===== config.mk =====
export PLATFORM = sky130hd
export DESIGN_NAME = bp_fpga_host_nbf_piso
export DESIGN_NICKNAME = d
export VERILOG_FILES = /design/src/rtl/bp_fpga_host_pkg.sv /design/src/rtl/bsg_counter_clear_up.sv /design/src/rtl/bp_fpga_host_nbf_piso.sv
export SDC_FILE = /design/constraint.sdc
export NUM_CORES = 1
export LEC_CHECK = 0
export ABC_CLOCK_PERIOD_IN_PS = 1770
export BUFFER_PORTS_ARGS = -buffer_cell sky130_fd_sc_hd__clkbuf_2
export CORE_MARGIN = 10
export CORE_UTILIZATION = 54
export DETAILED_ROUTE_END_ITERATION = 16
export GPL_TIMING_DRIVEN = 1
export PLACE_DENSITY = 0.77
export SLEW_MARGIN = 20
export SYNTH_ARGS = -nofsm -noshare
export SYNTH_HDL_FRONTEND = slang
export SYNTH_HIERARCHICAL = 1
export SYNTH_SLANG_ARGS = --single-unit

===== constraint.sdc =====
create_clock -name clk_i -period 1.77 [get_ports clk_i]
set_input_delay 0 -clock clk_i [delete_from_list [all_inputs] [get_ports clk_i]]
set_output_delay 0 -clock clk_i [all_outputs]
set_load 0.01 [all_outputs]

===== src/rtl/bp_fpga_host_pkg.sv =====
// Shared FPGA host definitions: NBF packet width/layout macros, the default
// BlackParrot address/data widths, and the NBF opcode set.

`ifndef BP_FPGA_HOST_PKG_SV
`define BP_FPGA_HOST_PKG_SV

// Total NBF packet width: one opcode byte, then the address, then the data.
`define BP_FPGA_HOST_NBF_WIDTH(addr_width_mp, data_width_mp) \
  (8 + (addr_width_mp) + (data_width_mp))

// NBF packet layout. The opcode sits in the low byte so the byte stream
// starts with it when the packet is shifted out LSB first.
`define DECLARE_BP_FPGA_HOST_NBF_S(addr_width_mp, data_width_mp) \
  typedef struct packed { \
    logic [(data_width_mp)-1:0] data; \
    logic [(addr_width_mp)-1:0] addr; \
    logic [7:0]                 opcode; \
  } bp_fpga_host_nbf_s

package bp_fpga_host_pkg;

  // Default BlackParrot configuration widths.
  localparam int paddr_width_gp = 40;
  localparam int dword_width_gp = 64;

  typedef enum logic [7:0] {
    e_nbf_write_1 = 8'h00,
    e_nbf_write_2 = 8'h01,
    e_nbf_write_4 = 8'h02,
    e_nbf_write_8 = 8'h03,
    e_nbf_read_8  = 8'h13,
    e_nbf_fence   = 8'hFE,
    e_nbf_finish  = 8'hFF
  } bp_fpga_host_nbf_opcode_e;

  // Number of whole bytes in a field of the given bit width.
  function automatic int nbf_bytes(input int width_bits);
    return width_bits / 8;
  endfunction

endpackage

`endif


===== src/rtl/bsg_counter_clear_up.sv =====
// Up counter with synchronous clear. Clear wins over up; the count saturates
// at nothing, so the caller must keep it below max_val_p.

module bsg_counter_clear_up #(
  parameter  int max_val_p  = 14,
  parameter  int init_val_p = 0,
  localparam int width_lp   = $clog2(max_val_p + 1)
) (
  input  logic                clk_i,
  input  logic                reset_i,
  input  logic                clear_i,
  input  logic                up_i,
  output logic [width_lp-1:0] count_o
);

  // Count register: reset to init, clear to zero, otherwise step on up_i.
  // NOTE: sequential state uses non-blocking assignments so every flop in
  // the design samples the pre-edge values, independent of block order.
  always_ff @(posedge clk_i) begin
    if (reset_i) begin
      count_o <= width_lp'(init_val_p);
    end else if (clear_i) begin
      count_o <= '0;
    end else if (up_i) begin
      count_o <= count_o + width_lp'(1);
    end
  end

endmodule


===== src/rtl/bp_fpga_host_nbf_piso.sv =====
// NBF packet parallel-in/serial-out stage. Accepts one packet on a
// ready/valid handshake and emits it as bytes on a valid/yumi handshake:
// opcode, then address little-endian, then data little-endian.

module bp_fpga_host_nbf_piso
  import bp_fpga_host_pkg::*;
#(
  parameter  int nbf_addr_width_p = paddr_width_gp,
  parameter  int nbf_data_width_p = dword_width_gp,
  localparam int nbf_width_lp     = `BP_FPGA_HOST_NBF_WIDTH(nbf_addr_width_p, nbf_data_width_p),
  localparam int nbf_bytes_lp     = nbf_bytes(nbf_width_lp),
  localparam int count_width_lp   = $clog2(nbf_bytes_lp + 1)
) (
  input  logic                    clk_i,
  input  logic                    reset_i,

  input  logic [nbf_width_lp-1:0] nbf_i,
  input  logic                    nbf_v_i,
  output logic                    nbf_ready_and_o,

  output logic [7:0]              tx_data_o,
  output logic                    tx_v_o,
  input  logic                    tx_yumi_i,

  output logic                    busy_o
);

  localparam logic [0:0] e_ready = 1'b0;
  localparam logic [0:0] e_send  = 1'b1;

  localparam logic [count_width_lp-1:0] last_count_lp = count_width_lp'(nbf_bytes_lp - 1);

  logic [0:0]                state_r;
  logic [nbf_width_lp-1:0]   shift_r;
  logic [count_width_lp-1:0] count_r;

  logic accept;
  logic consume;
  logic last_byte;

  assign accept    = (state_r == e_ready) & nbf_v_i;
  assign consume   = (state_r == e_send) & tx_yumi_i;
  assign last_byte = (count_r == last_count_lp);

  // Byte index within the packet being sent.
  bsg_counter_clear_up #(
    .max_val_p  (nbf_bytes_lp),
    .init_val_p (0)
  ) byte_counter (
    .clk_i   (clk_i),
    .reset_i (reset_i),
    .clear_i (accept),
    .up_i    (consume),
    .count_o (count_r)
  );

  // FSM and shift register: latch on accept, shift one byte per yumi,
  // return to ready after the final byte is consumed.
  // NOTE: the shift register is reset along with the state so tx_data_o
  // reads zero out of reset and a reset mid-packet leaves no stale bytes.
  always_ff @(posedge clk_i) begin
    if (reset_i) begin
      state_r <= e_ready;
      shift_r <= '0;
    end else if (state_r == e_ready) begin
      if (nbf_v_i) begin
        shift_r <= nbf_i;
        state_r <= e_send;
      end
    end else begin
      if (tx_yumi_i) begin
        shift_r <= {8'h00, shift_r[nbf_width_lp-1:8]};
        if (last_byte) begin
          state_r <= e_ready;
        end
      end
    end
  end

  // Outputs come straight from registers or the state decode, so neither
  // handshake input has a combinational path to any output.
  assign nbf_ready_and_o = (state_r == e_ready);
  assign tx_v_o          = (state_r == e_send);
  assign busy_o          = tx_v_o;
  assign tx_data_o       = shift_r[7:0];

  // Yumi without a byte on offer is a transmitter bug; the FSM ignores it.
  yumi_only_when_valid: assert property (
    @(posedge clk_i) disable iff (reset_i) !(tx_yumi_i && !tx_v_o)
  ) else $error("tx_yumi_i asserted while tx_v_o low");

endmodule

# Word-level counts from Yosys, hierarchy flattened
# Index checks and enable logic that the tools add are counted.
# totals
register_bits	117
in_bits	116
word_cells	19
# classes
n_addsub	1
n_eq_ne	2
mux	7
bitwise_logic	3
n_reduce_logical	3
# op_table
cell	n
two-way mux 112 bit	3
adder 4 x 1 -> 4 bit (second input constant)	1
equality test 4 bit (second input constant)	1
two-way mux 1 bit	4
AND 1 bit	2
!= test 2 bit (second input constant)	1
AND reduction 2 bit	1
nonzero test 2 bit	1
OR reduction 2 bit	1
NOT 1 bit	1

# Longest topological paths before layout
# Gate-level depths: netlist (run 1).
# depth
word_depth	4
mapped_depth	6
mapped_depth_nobuf	3

# Cells and area by module
# The synthesis (run 1) kept the hierarchy.
# modules_own_cells
mod	n_inst	cells_per_inst	area_per_inst_um2	seq_area_each_um2
bp_fpga_host_nbf_piso	1	507	5427.7	2262.2
bsg_counter_clear_up	1	17	177.7	80.1

# Least setup slack after synthesis (run 1)
# No wires, ideal clock.
# synth_path
path_kind	flip-flop to flip-flop
start	register state_r, in the netlist busy_o
end	register byte_counter.count_o[3]
setup_time_ns	0.123
arrival_ns	1.412
required_ns	1.647
setup_slack_ns	0.235
path_stages_with_launch	6
synth_period_minus_slack_ns	1.535
path_cell_list	dfxtp_1 buf_2 buf_6 and2_1 nand4_1 mux2_1
# synth_between
elab_cells_between_ends	4
cone_classes	bitwise (3); reduce/logical (1)
# synth_rtl
element	line	rtl
from (decl)	bp_fpga_host_nbf_piso.sv:33	logic [0:0] state_r;
from (signal assigned)	bp_fpga_host_nbf_piso.sv:63	state_r <= e_ready;
from (signal assigned)	bp_fpga_host_nbf_piso.sv:68	state_r <= e_send;
from (signal assigned)	bp_fpga_host_nbf_piso.sv:74	state_r <= e_ready;
AND 1 bit	bp_fpga_host_nbf_piso.sv:42	assign consume = (state_r == e_send) & tx_yumi_i;
net consume	bp_fpga_host_nbf_piso.sv:38	logic consume;
to (signal assigned)	bsg_counter_clear_up.sv:21	count_o <= width_lp'(init_val_p);
to (signal assigned)	bsg_counter_clear_up.sv:25	count_o <= count_o + width_lp'(1);
to (decl)	bsg_counter_clear_up.sv:13	output logic [width_lp-1:0] count_o
# The timed path passes the listed nets, and every way through them passes these cells.
# A chain may end at the register's enable or synchronous reset.

# Worst setup path after layout (run 1)
# layout_path
start	register state_r, in the netlist busy_o
end	register shift_r[77]
# layout_between
elab_chain_len	2
elab_cells_between_ends	4
cone_classes	eq/ne (1); mux (1); reduce/logical (2)
# layout_lines
element	line	rtl
!= test 2 bit (no source line) / nonzero test 2 bit (equally long branches)	n/a	
AND reduction 2 bit (no source line)	n/a	
to (signal assigned)	bp_fpga_host_nbf_piso.sv:67	shift_r <= nbf_i;
to (signal assigned)	bp_fpga_host_nbf_piso.sv:72	shift_r <= {8'h00, shift_r[nbf_width_lp-1:8]};
to (decl)	bp_fpga_host_nbf_piso.sv:34	logic [nbf_width_lp-1:0] shift_r;
# Parallel ways exist; a longest one is shown, timed or not.

==> flow_metrics.tcl, run 1 <==
set metrics [dict create \
    ys_ff_latch 117 \
    setup_viol_count_final 0 \
    yosysTopAreaCell "dfxtp_1" \
    min_period_over_period 0.9417 \
    pwr-share-clk 0.457 \
    synth_top_area_share 0.4179 \
    final_cell_mix "clkbuf_2, dfxtp_1, nor2_1, dlygate4sd3_1, mux2i_1" \
    route.top_layer_used "met4" \
    syn-num-nets 641 \
    start_util 0.5479 \
    cts_made_buffers 17 \
    ant_nets 0 \
    grt_max_degree 55 \
    final_hold_viol_count 0 \
    fp.dieH_um 121.9 \
    grt_pass1_wl_um 26880 \
    slew_headroom 0.5079 \
    fin_util 0.7921 \
    place_congestion 0.7492 \
    first_pass_iters 4 \
    worst_setup_path_start_kind "flip-flop" \
    cpMaxStageDelayCell "mux2_8" \
    syn_to_final_growth_pct 44.58 \
    vias 4735 \
    drive_gt1_frac 0.3568 \
    die_w_um 121.9 \
    synth_cell_types 26 \
    outcome "completed" \
    synth_area_mm2 0.005605 \
    cts_resized 0 \
    syn_avg_cell_area_um2 10.70 \
    crit_path_end_kind "flip-flop" \
    synth_cells 524 \
    setup_tns_ns 0 \
    clock_latency_ns 0.51 \
    grt_use_total 0.2259 \
    critPathMaxStageDelay_ns 0.54 \
    crit_fanout 47 \
    clockBufferDepth 2 \
    ys_top_cells_by_area "dfxtp_1, a211oi_2, mux2i_1, nor2_1, buf_4" \
    worstPathArrival_ns 2.04 \
    fmax_mhz 600.0 \
    maxCapViolations 0 \
    cts_hold_buffers 115 \
    coreArea_mm2 0.01023 \
    routed_via_density 5.314 \
    slew_viol_final 0 \
    final_nets 858 \
    io_pins 127 \
    synth_ff_type "dfxtp_1" \
    wire_per_inst_um 18.69 \
    tightestPinTransition_ns 0.7176 \
    seqPwrFrac 0.367 \
    period_needed_ns 1.667 \
    wl_met3_um 781 \
    wl_met1_um 6690 \
    sw_frac_of_total 0.2627 \
    p_switching_uw 2164 \
    wl_met2_um 8881 \
    p_int_uw 6073 \
    clkTransAtPathRegs_ns 0.06 \
    cp.required_ns 2.15 \
    synth-edff-count 0 \
    rsz0062_at_grt "no" \
    ys_async_sr_fraction 0 \
    die_area_mm2 0.01486 \
    drc 0 \
    yosysSeqAreaShare 0.4179 \
    leakage_uw 0.003372 \
    drt_iter0_drc 364 \
    skew_ns 0.008630 \
    path_cells "mux2_8 > buf_12 > nor2_1 > a211oi_2" \
    hold_path.class "in -> reg" \
    post_cts.repair.setup_buffers 0 \
    yosys_warnings 6 \
    vdd_drop_max_mv 0.7155 \
    cts_tree "built" \
    pwr-share-comb 0.176 \
    grt_pass1_vias 5248 \
    num_rows 37 \
    antenna_found_initial 1 \
    gr-total-overflow 0 \
    port_buffers 126 \
    cts_root_buf "clkbuf_8" \
    path_class "reg -> reg" \
    dp.final_hpwl_um 9226 \
    h-tree-depth 4 \
    cts_sinks 117 \
    layout_commonest_cell "clkbuf_2" \
    power.density_mw_per_mm2 1016 \
    routed_wirelength_um 16660 \
]
-- registers in the layout (all words and copies together), names as in the netlist --
register / cells
shift_r: 112
byte_counter/count_o: 4
busy_o: 1
-- layout make-up --
cell class / instances / area, um2
Antenna cell: 1 / 2.502
Clock buffer: 18 / 427.9
Clock inverter: 14 / 222.7
Fill cell: 623 / 2127
Inverter: 1 / 3.754
Multi-Input combinational cell: 348 / 2930
Sequential cell: 117 / 2346
Tap cell: 136 / 170.2
Timing Repair Buffer: 256 / 2001
-- layer usage --
metal | global-route usage | vias to the layer above
li1 | - | 2331
met1 | 0.2499 | 2259
met2 | 0.4092 | 119
met3 | 0.06198 | 26
met4 | 0.07079 | 0
met5 | 0 | -
-- path summary, 6_finish.rpt --
| path | depth (start not counted) | endpoint | start | slack (ns) |
|---|---|---|---|---|
| worst max-delay path | 4 | shift_r[77] | busy_o | 0.10 |
| worst min-delay path | 4 | byte_counter/count_o[2] | tx_yumi_i | 0.08 |
| worst max register to register | 4 | shift_r[77] | busy_o | 0.10 |
| worst min register to register | 2 | shift_r[93] | shift_r[93] | 0.50 |
-- cells in the mapped netlist (all sizes together) (2+ instances only) --
| master | n |
|---|---|
| a211oi | 105 |
| a22oi | 8 |
| buf | 44 |
| clkbuf | 14 |
| dfxtp | 117 |
| mux2 | 2 |
| mux2i | 106 |
| nor2 | 115 |
-- logic make-up after synthesis --
family	Yosys count	share of synthesized area
and+or+nand+nor	123	0.08683
DFF	117	0.4179
AOI/OAI and AO/OA	115	0.2362
muxes	108	0.1933
buffers and inverters	59	0.06205
xor gates and xnor gates	1	0.001563
adders and majority gates	1	0.002232
-- critical path, delay by kind of cell, from the launching register on --
family	cells	cell delay (ns)
AO/OA/AOI/OAI	1	0.09
flip-flops	1	0.41
buffers and inverters	1	0.25
AND/OR/NAND/NOR	1	0.21
multiplexers	1	0.54
-- power by group through the flow --
stage          clock (uW)  combinational, uW  sequential [uW]
2_1_floorplan           0                922             3020
3_3_place_gp            0               1150             3050
3_5_place_dp            0               1200             3060
4_1_cts              3790               1420             3010
5_1_grt              3930               1560             3050
6_report             3770               1450             3020
-- stage by stage --
stage          cells  setup slack [ns]  cell area, um2  hold WS (ns)  total power, uW
3_3_place_gp     743            0.2664            6300        0.2510             4205
4_1_cts          890            0.1341            8102       0.04678             8218
2_1_floorplan    524            0.2351            5605        0.1608             3941
5_1_grt          891           0.07978            8104       0.09265             8544
6_report         891            0.1033            8104       0.07570             8237
3_5_place_dp     743            0.2059            6300        0.2686             4265
No activity file was read; power rests on OpenSTA's default activity.
==> run 2, diff against run 1 <==
--- a/config.mk
+++ b/config.mk
@@ -12,6 +12,7 @@
 export DETAILED_ROUTE_END_ITERATION = 16
 export GPL_TIMING_DRIVEN = 1
 export PLACE_DENSITY = 0.77
+export RECOVER_POWER = 25
 export SLEW_MARGIN = 20
 export SYNTH_ARGS = -nofsm -noshare
 export SYNTH_HDL_FRONTEND = slang
==> run 2 against run 1 <==
Compared with the run above:
- register-to-register slack improved by 0.02 ns
- global-route usage did not move
- routed wire length fell by 0.15%
- combinational power barely moved
- via count rose by 0.13%
- flip-flop and latch count did not move
- sequential share of layout area rose by 0.17 points
- clock-buffer cell count did not move
- clock power barely moved
- cell area fell by 0.57%
- power fell by 0.35%
==> flow_metrics.tcl, run 2 (synthesis results as in run 1) <==
set metrics [dict create \
    cts_made_buffers 17 \
    place_congestion 0.7492 \
    routed_wirelength_um 16630 \
    port_buffers 126 \
    slew_viol_final 0 \
    routed_via_density 5.321 \
    slew_headroom 0.5048 \
    ant_nets 0 \
    grt_pass1_wl_um 26880 \
    placedCellCount 743 \
    cts_sinks 117 \
    setup_tns_ns 0 \
    pwr-share-comb 0.174 \
    post_cts.repair.setup_buffers 0 \
    min_period_over_period 0.9292 \
    clkTransAtPathRegs_ns 0.06 \
    cts_hold_buffers 115 \
    syn_to_final_growth_pct 43.75 \
    outcome "completed" \
    fmax_mhz 608.0 \
    rsz0062_at_grt "no" \
    dp.final_hpwl_um 9226 \
    worstPathArrival_ns 2.01 \
    cp.required_ns 2.14 \
    fp.dieH_um 121.9 \
    drc 0 \
    worst_setup_path_start_kind "flip-flop" \
    seqPwrFrac 0.369 \
    grt_pass1_vias 5248 \
    sw_frac_of_total 0.2613 \
    first_pass_iters 4 \
    final_cell_mix "dfxtp_1, clkbuf_2, nor2_1, dlygate4sd3_1, mux2i_1" \
    crit_path_end_kind "flip-flop" \
    period_needed_ns 1.645 \
    io_pins 127 \
    coreArea_mm2 0.01023 \
    leakage_uw 0.003336 \
    num_rows 37 \
    h-tree-depth 4 \
    finalPower_uw 8208 \
    final_hold_viol_count 0 \
    grt_max_degree 55 \
    fin_util 0.7876 \
    p_int_uw 6064 \
    hold-worst-slack_ns 0.1509 \
    die_area_mm2 0.01486 \
    cts_root_buf "clkbuf_8" \
    wire_per_inst_um 18.67 \
    tightestPinTransition_ns 0.7221 \
    start_util 0.5479 \
    crit_fanout 47 \
    power.density_mw_per_mm2 1019 \
    maxCapViolations 0 \
    final_nets 858 \
    vdd_drop_max_mv 0.7149 \
    cts_tree "built" \
    drt_iter0_drc 348 \
    largest_reg_flops 112 \
    gr-total-overflow 0 \
    antenna_found_initial 1 \
    p_switching_uw 2145 \
    skew_ns 0.007608 \
    path_class "reg -> reg" \
    setup_viol_count_final 0 \
    instances_no_fill 891 \
    hold_path.class "in -> reg" \
    clockBufferDepth 2 \
    pwr-share-clk 0.458 \
    grt_use_total 0.2259 \
    clock_latency_ns 0.50 \
    die_w_um 121.9 \
    drive_gt1_frac 0.3355 \
    vias 4741 \
    top_register "shift_r" \
    cts_resized 0 \
]
==> run 2: cell types whose count changed in the layout (fill, tap and decap cells not counted) <==
cell	before	now
clkbuf_2	125	116
clkbuf_1	0	9
and2_0	0	1
and2_1	1	0
a211oi_1	13	20
a211oi_2	92	85
==> run 2: area by class of cell <==
type / instances / area (um2)
Sequential cell: 117 / 2346
Timing Repair Buffer: 256 / 1989
Fill cell: 633 / 2173
Antenna cell: 1 / 2.502
Inverter: 1 / 3.754
Multi-Input combinational cell: 348 / 2895
Tap cell: 136 / 170.2
Clock buffer: 18 / 427.9
Clock inverter: 14 / 222.7
==> run 2: routing by layer <==
metal,global-route usage,vias up,share of wire
met4,0.07079,0,0.017
met5,0,-,0
met1,0.2499,2260,0.40
li1,-,2333,-
met3,0.06198,20,0.046
met2,0.4092,128,0.54
==> run 2: stage by stage <==
stage	cell area [um2]	worst slack (ns)
5_1_grt	8058	0.06522
6_report	8058	0.1253
3_5_place_dp	6300	0.2059
4_1_cts	8102	0.1341
3_3_place_gp	6300	0.2664
2_1_floorplan	5605	0.2351
==> run 2: power groups by stage <==
stage / Combinational (uW) / Clock, uW / Sequential [uW]
after CTS: 1420 / 3790 / 3010
after detailed placement: 1200 / 0 / 3060
after global placement: 1150 / 0 / 3050
after floorplan: 922 / 0 / 3020
final: 1430 / 3760 / 3030
after global routing: 1550 / 3930 / 3050
==> run 2: worst paths after layout <==
path,from,endpoint,slack [ns],cells after the start
setup / recovery,busy_o,shift_r[77],0.13,4
hold / removal,tx_yumi_i,byte_counter/count_o[2],0.15,4
setup reg to reg,busy_o,shift_r[77],0.13,4
hold reg to reg,shift_r[93],shift_r[93],0.50,2
==> run 2: worst max-delay path, stage by stage (launching register included) <==
cell and delay, ns:
dfxtp_4 0.41, mux2_8 0.53, buf_12 0.25, nor2_1 0.20, a211oi_2 0.08
==> run 3, diff against run 2 <==
--- a/config.mk
+++ b/config.mk
@@ -5,16 +5,16 @@
 export SDC_FILE = /design/constraint.sdc
 export NUM_CORES = 1
 export LEC_CHECK = 0
-export ABC_CLOCK_PERIOD_IN_PS = 1770
+export ABC_CLOCK_PERIOD_IN_PS = 1830
 export BUFFER_PORTS_ARGS = -buffer_cell sky130_fd_sc_hd__clkbuf_2
+export CORE_ASPECT_RATIO = 1.1
 export CORE_MARGIN = 10
-export CORE_UTILIZATION = 54
+export CORE_UTILIZATION = 53
 export DETAILED_ROUTE_END_ITERATION = 16
 export GPL_TIMING_DRIVEN = 1
-export PLACE_DENSITY = 0.77
+export PLACE_DENSITY = 0.76
 export RECOVER_POWER = 25
 export SLEW_MARGIN = 20
 export SYNTH_ARGS = -nofsm -noshare
 export SYNTH_HDL_FRONTEND = slang
-export SYNTH_HIERARCHICAL = 1
 export SYNTH_SLANG_ARGS = --single-unit
==> constraint.sdc (replaced) <==
create_clock -name clk_i -period 1.83 [get_ports clk_i]
set_input_delay 0 -clock clk_i [delete_from_list [all_inputs] [get_ports clk_i]]
set_output_delay 0 -clock clk_i [all_outputs]
set_load 0.01 [all_outputs]
==> run 3 against run 2 <==
Compared with the run above:
- register-to-register slack worse by 0.06 ns
- critical path depth unchanged
- clock power down 9.8%
- flip-flop and latch count unchanged
- largest cell class unchanged
- die area down 4.8%
- critical endpoint is now shift_r[100]
- global-route usage down 0.11 points
- clock skew down 0.0020 ns
- critical path type unchanged
==> flow_metrics.tcl, run 3 <==
set metrics [dict create \
    outcome "completed" \
    dp.final_hpwl_um 8970 \
    tightestPinTransition_ns 0.9148 \
    busiest_layer "met2" \
    crit_path_end_kind "flip-flop" \
    drc 0 \
    fp.dieH_um 123.7 \
    synth_cell_types 25 \
    io_pins 127 \
    cts_root_buf "clkbuf_8" \
    clockBufferDepth 2 \
    antenna_found_initial 5 \
    grtUsageMet3 0.06878 \
    crit_fanout 22 \
    hold-worst-slack_ns 0.3248 \
    power.density_mw_per_mm2 991.5 \
    start_util 0.5490 \
    first_pass_iters 4 \
    grt_pass1_vias 5070 \
    post_cts.repair.setup_buffers 0 \
    ys_ff_latch 117 \
    synth_ff_type "dfxtp_1" \
    ant_nets 0 \
    port_buffers 126 \
    r2r-start "busy_o" \
    setup_viol_count_final 0 \
    die_w_um 114.3 \
    startpoint "busy_o" \
    hold_path.class "in -> reg" \
    largest_reg_flops 112 \
    routed_via_density 5.554 \
    grt_pass1_wl_um 25500 \
    ys_top_cells_by_area "dfxtp_1, mux2i_1, a211oi_1, nor2_1, buf_2" \
    final_cell_mix "clkbuf_2, dfxtp_1, dlygate4sd3_1" \
    yosysSeqAreaShare 0.4517 \
    yosysTopAreaCell "dfxtp_1" \
    clock_latency_ns 0.52 \
    grt_use_total 0.2248 \
    setup_tns_ns 0 \
    slew_headroom 0.3901 \
    top_register "shift_r" \
    die_area_mm2 0.01414 \
    clkTransAtPathRegs_ns 0.06 \
    worst_setup_path_start_kind "flip-flop" \
    coreArea_mm2 0.009444 \
    synth_area_mm2 0.005185 \
    syn-num-nets 647 \
    cp.required_ns 2.23 \
    synth-edff-count 0 \
    period_needed_ns 1.762 \
    final_nets 862 \
    wire_per_inst_um 18.73 \
    min_period_over_period 0.9629 \
    syn_to_final_growth_pct 46.11 \
    synth_most_common_cell "dfxtp_1" \
    gr-total-overflow 0 \
    vdd_drop_max_mv 0.7731 \
    path_class "reg -> reg" \
    yosys_warnings 0 \
    fillers 568 \
    syn_avg_cell_area_um2 9.801 \
    grt_max_degree 68 \
    fmax_mhz 567.5 \
    use_met1 0.2377 \
    place_congestion 0.8422 \
    layout_commonest_cell "clkbuf_2" \
    cts_tree "built" \
    skew_ns 0.005571 \
    final_hold_viol_count 0 \
    leakage_uw 0.003232 \
    num_rows 37 \
    slew_viol_final 0 \
    grt_util_met2 0.3942 \
    worstPathArrival_ns 2.16 \
    ys_async_sr_fraction 0 \
    synth_top_area_share 0.4517 \
    maxCapViolations 0 \
    cts_sinks 117 \
    synth_cells 529 \
    routed_wirelength_um 16470 \
    cts_made_buffers 17 \
    hp-start "nbf_i[110]" \
    drive_gt1_frac 0.2259 \
    h-tree-depth 4 \
    drt_iter0_drc 333 \
    synth_top_cells_by_count "dfxtp_1, nor2_1, mux2i_1" \
    vias 4882 \
    rsz0062_at_grt "no" \
]
## run 3: timing repair
item                                    in CTS  in global routing
endpoints found under the setup margin       0                  1
gates resized for setup                      0                  0
hold endpoints to repair                   117                  0
hold buffers                               116                  0
## run 3: metal layers
metal,up-vias,wire [um]
met2,201,8535
met3,61,921
li1,2353,-
met1,2267,6350
met4,0,660
met5,-,0
## run 3: final cells by class
class	instances	area, um2	area share
multi-input combinational	352	2532	0.3343
clock buffer	22	452.9	0.05979
timing repair buffer	254	1926	0.2542
inverter	2	7.507	0.0009909
tap	117	146.4	0.01932
clock inverter	10	152.6	0.02015
antenna	5	12.51	0.001652
sequential	117	2346	0.3097
## run 3: kinds of logic (layout without fill, tap and decap cells)
kind of cell    after synthesis  count (layout)  share of synthesized area
compound gates              120             120                     0.1810
fa+ha+maj                     2               2                   0.004825
buf+inv                      61             288                    0.06419
flops                       117             117                     0.4517
mux                         106             107                     0.2056
other cells                   0               5                          0
simple gates                123             123                    0.09267
## run 3: worst paths after layout
path                                      to  slack, ns  cells after the start
worst max-delay path            shift_r[100]       0.07                      4
worst min-delay path            shift_r[110]       0.32                      4
worst max register to register  shift_r[100]       0.07                      4
worst min register to register   shift_r[42]       0.50                      2
## run 3: through the flow
stage	power (uW)	utilization	setup slack (ns)	instance area, um2	cells
CTS	7505	0.8033	0.1280	7586	873
global route	7775	0.8022	0.02037	7576	879
detailed placement	3925	0.6162	0.3191	5819	725
floorplan	3639	-	0.3634	5185	529
global placement	3888	0.6162	0.3780	5819	725
finish	7511	0.8022	0.06783	7576	879
## run 3: worst max-delay path, cell delays in order, from the launching register on
cell and delay (ns):
dfxtp_4 0.37, mux2_8 0.44, nor2_1 0.16, a211oi_1 0.08, dlygate4sd3_1 0.59
## run 3: where the power goes
group	leakage (uW)	switching (uW)	total, uW	internal (uW)
combinational	0.00196	595	1190	600
clock	0.000299	1120	3390	2270
sequential	0.000971	146	2930	2780
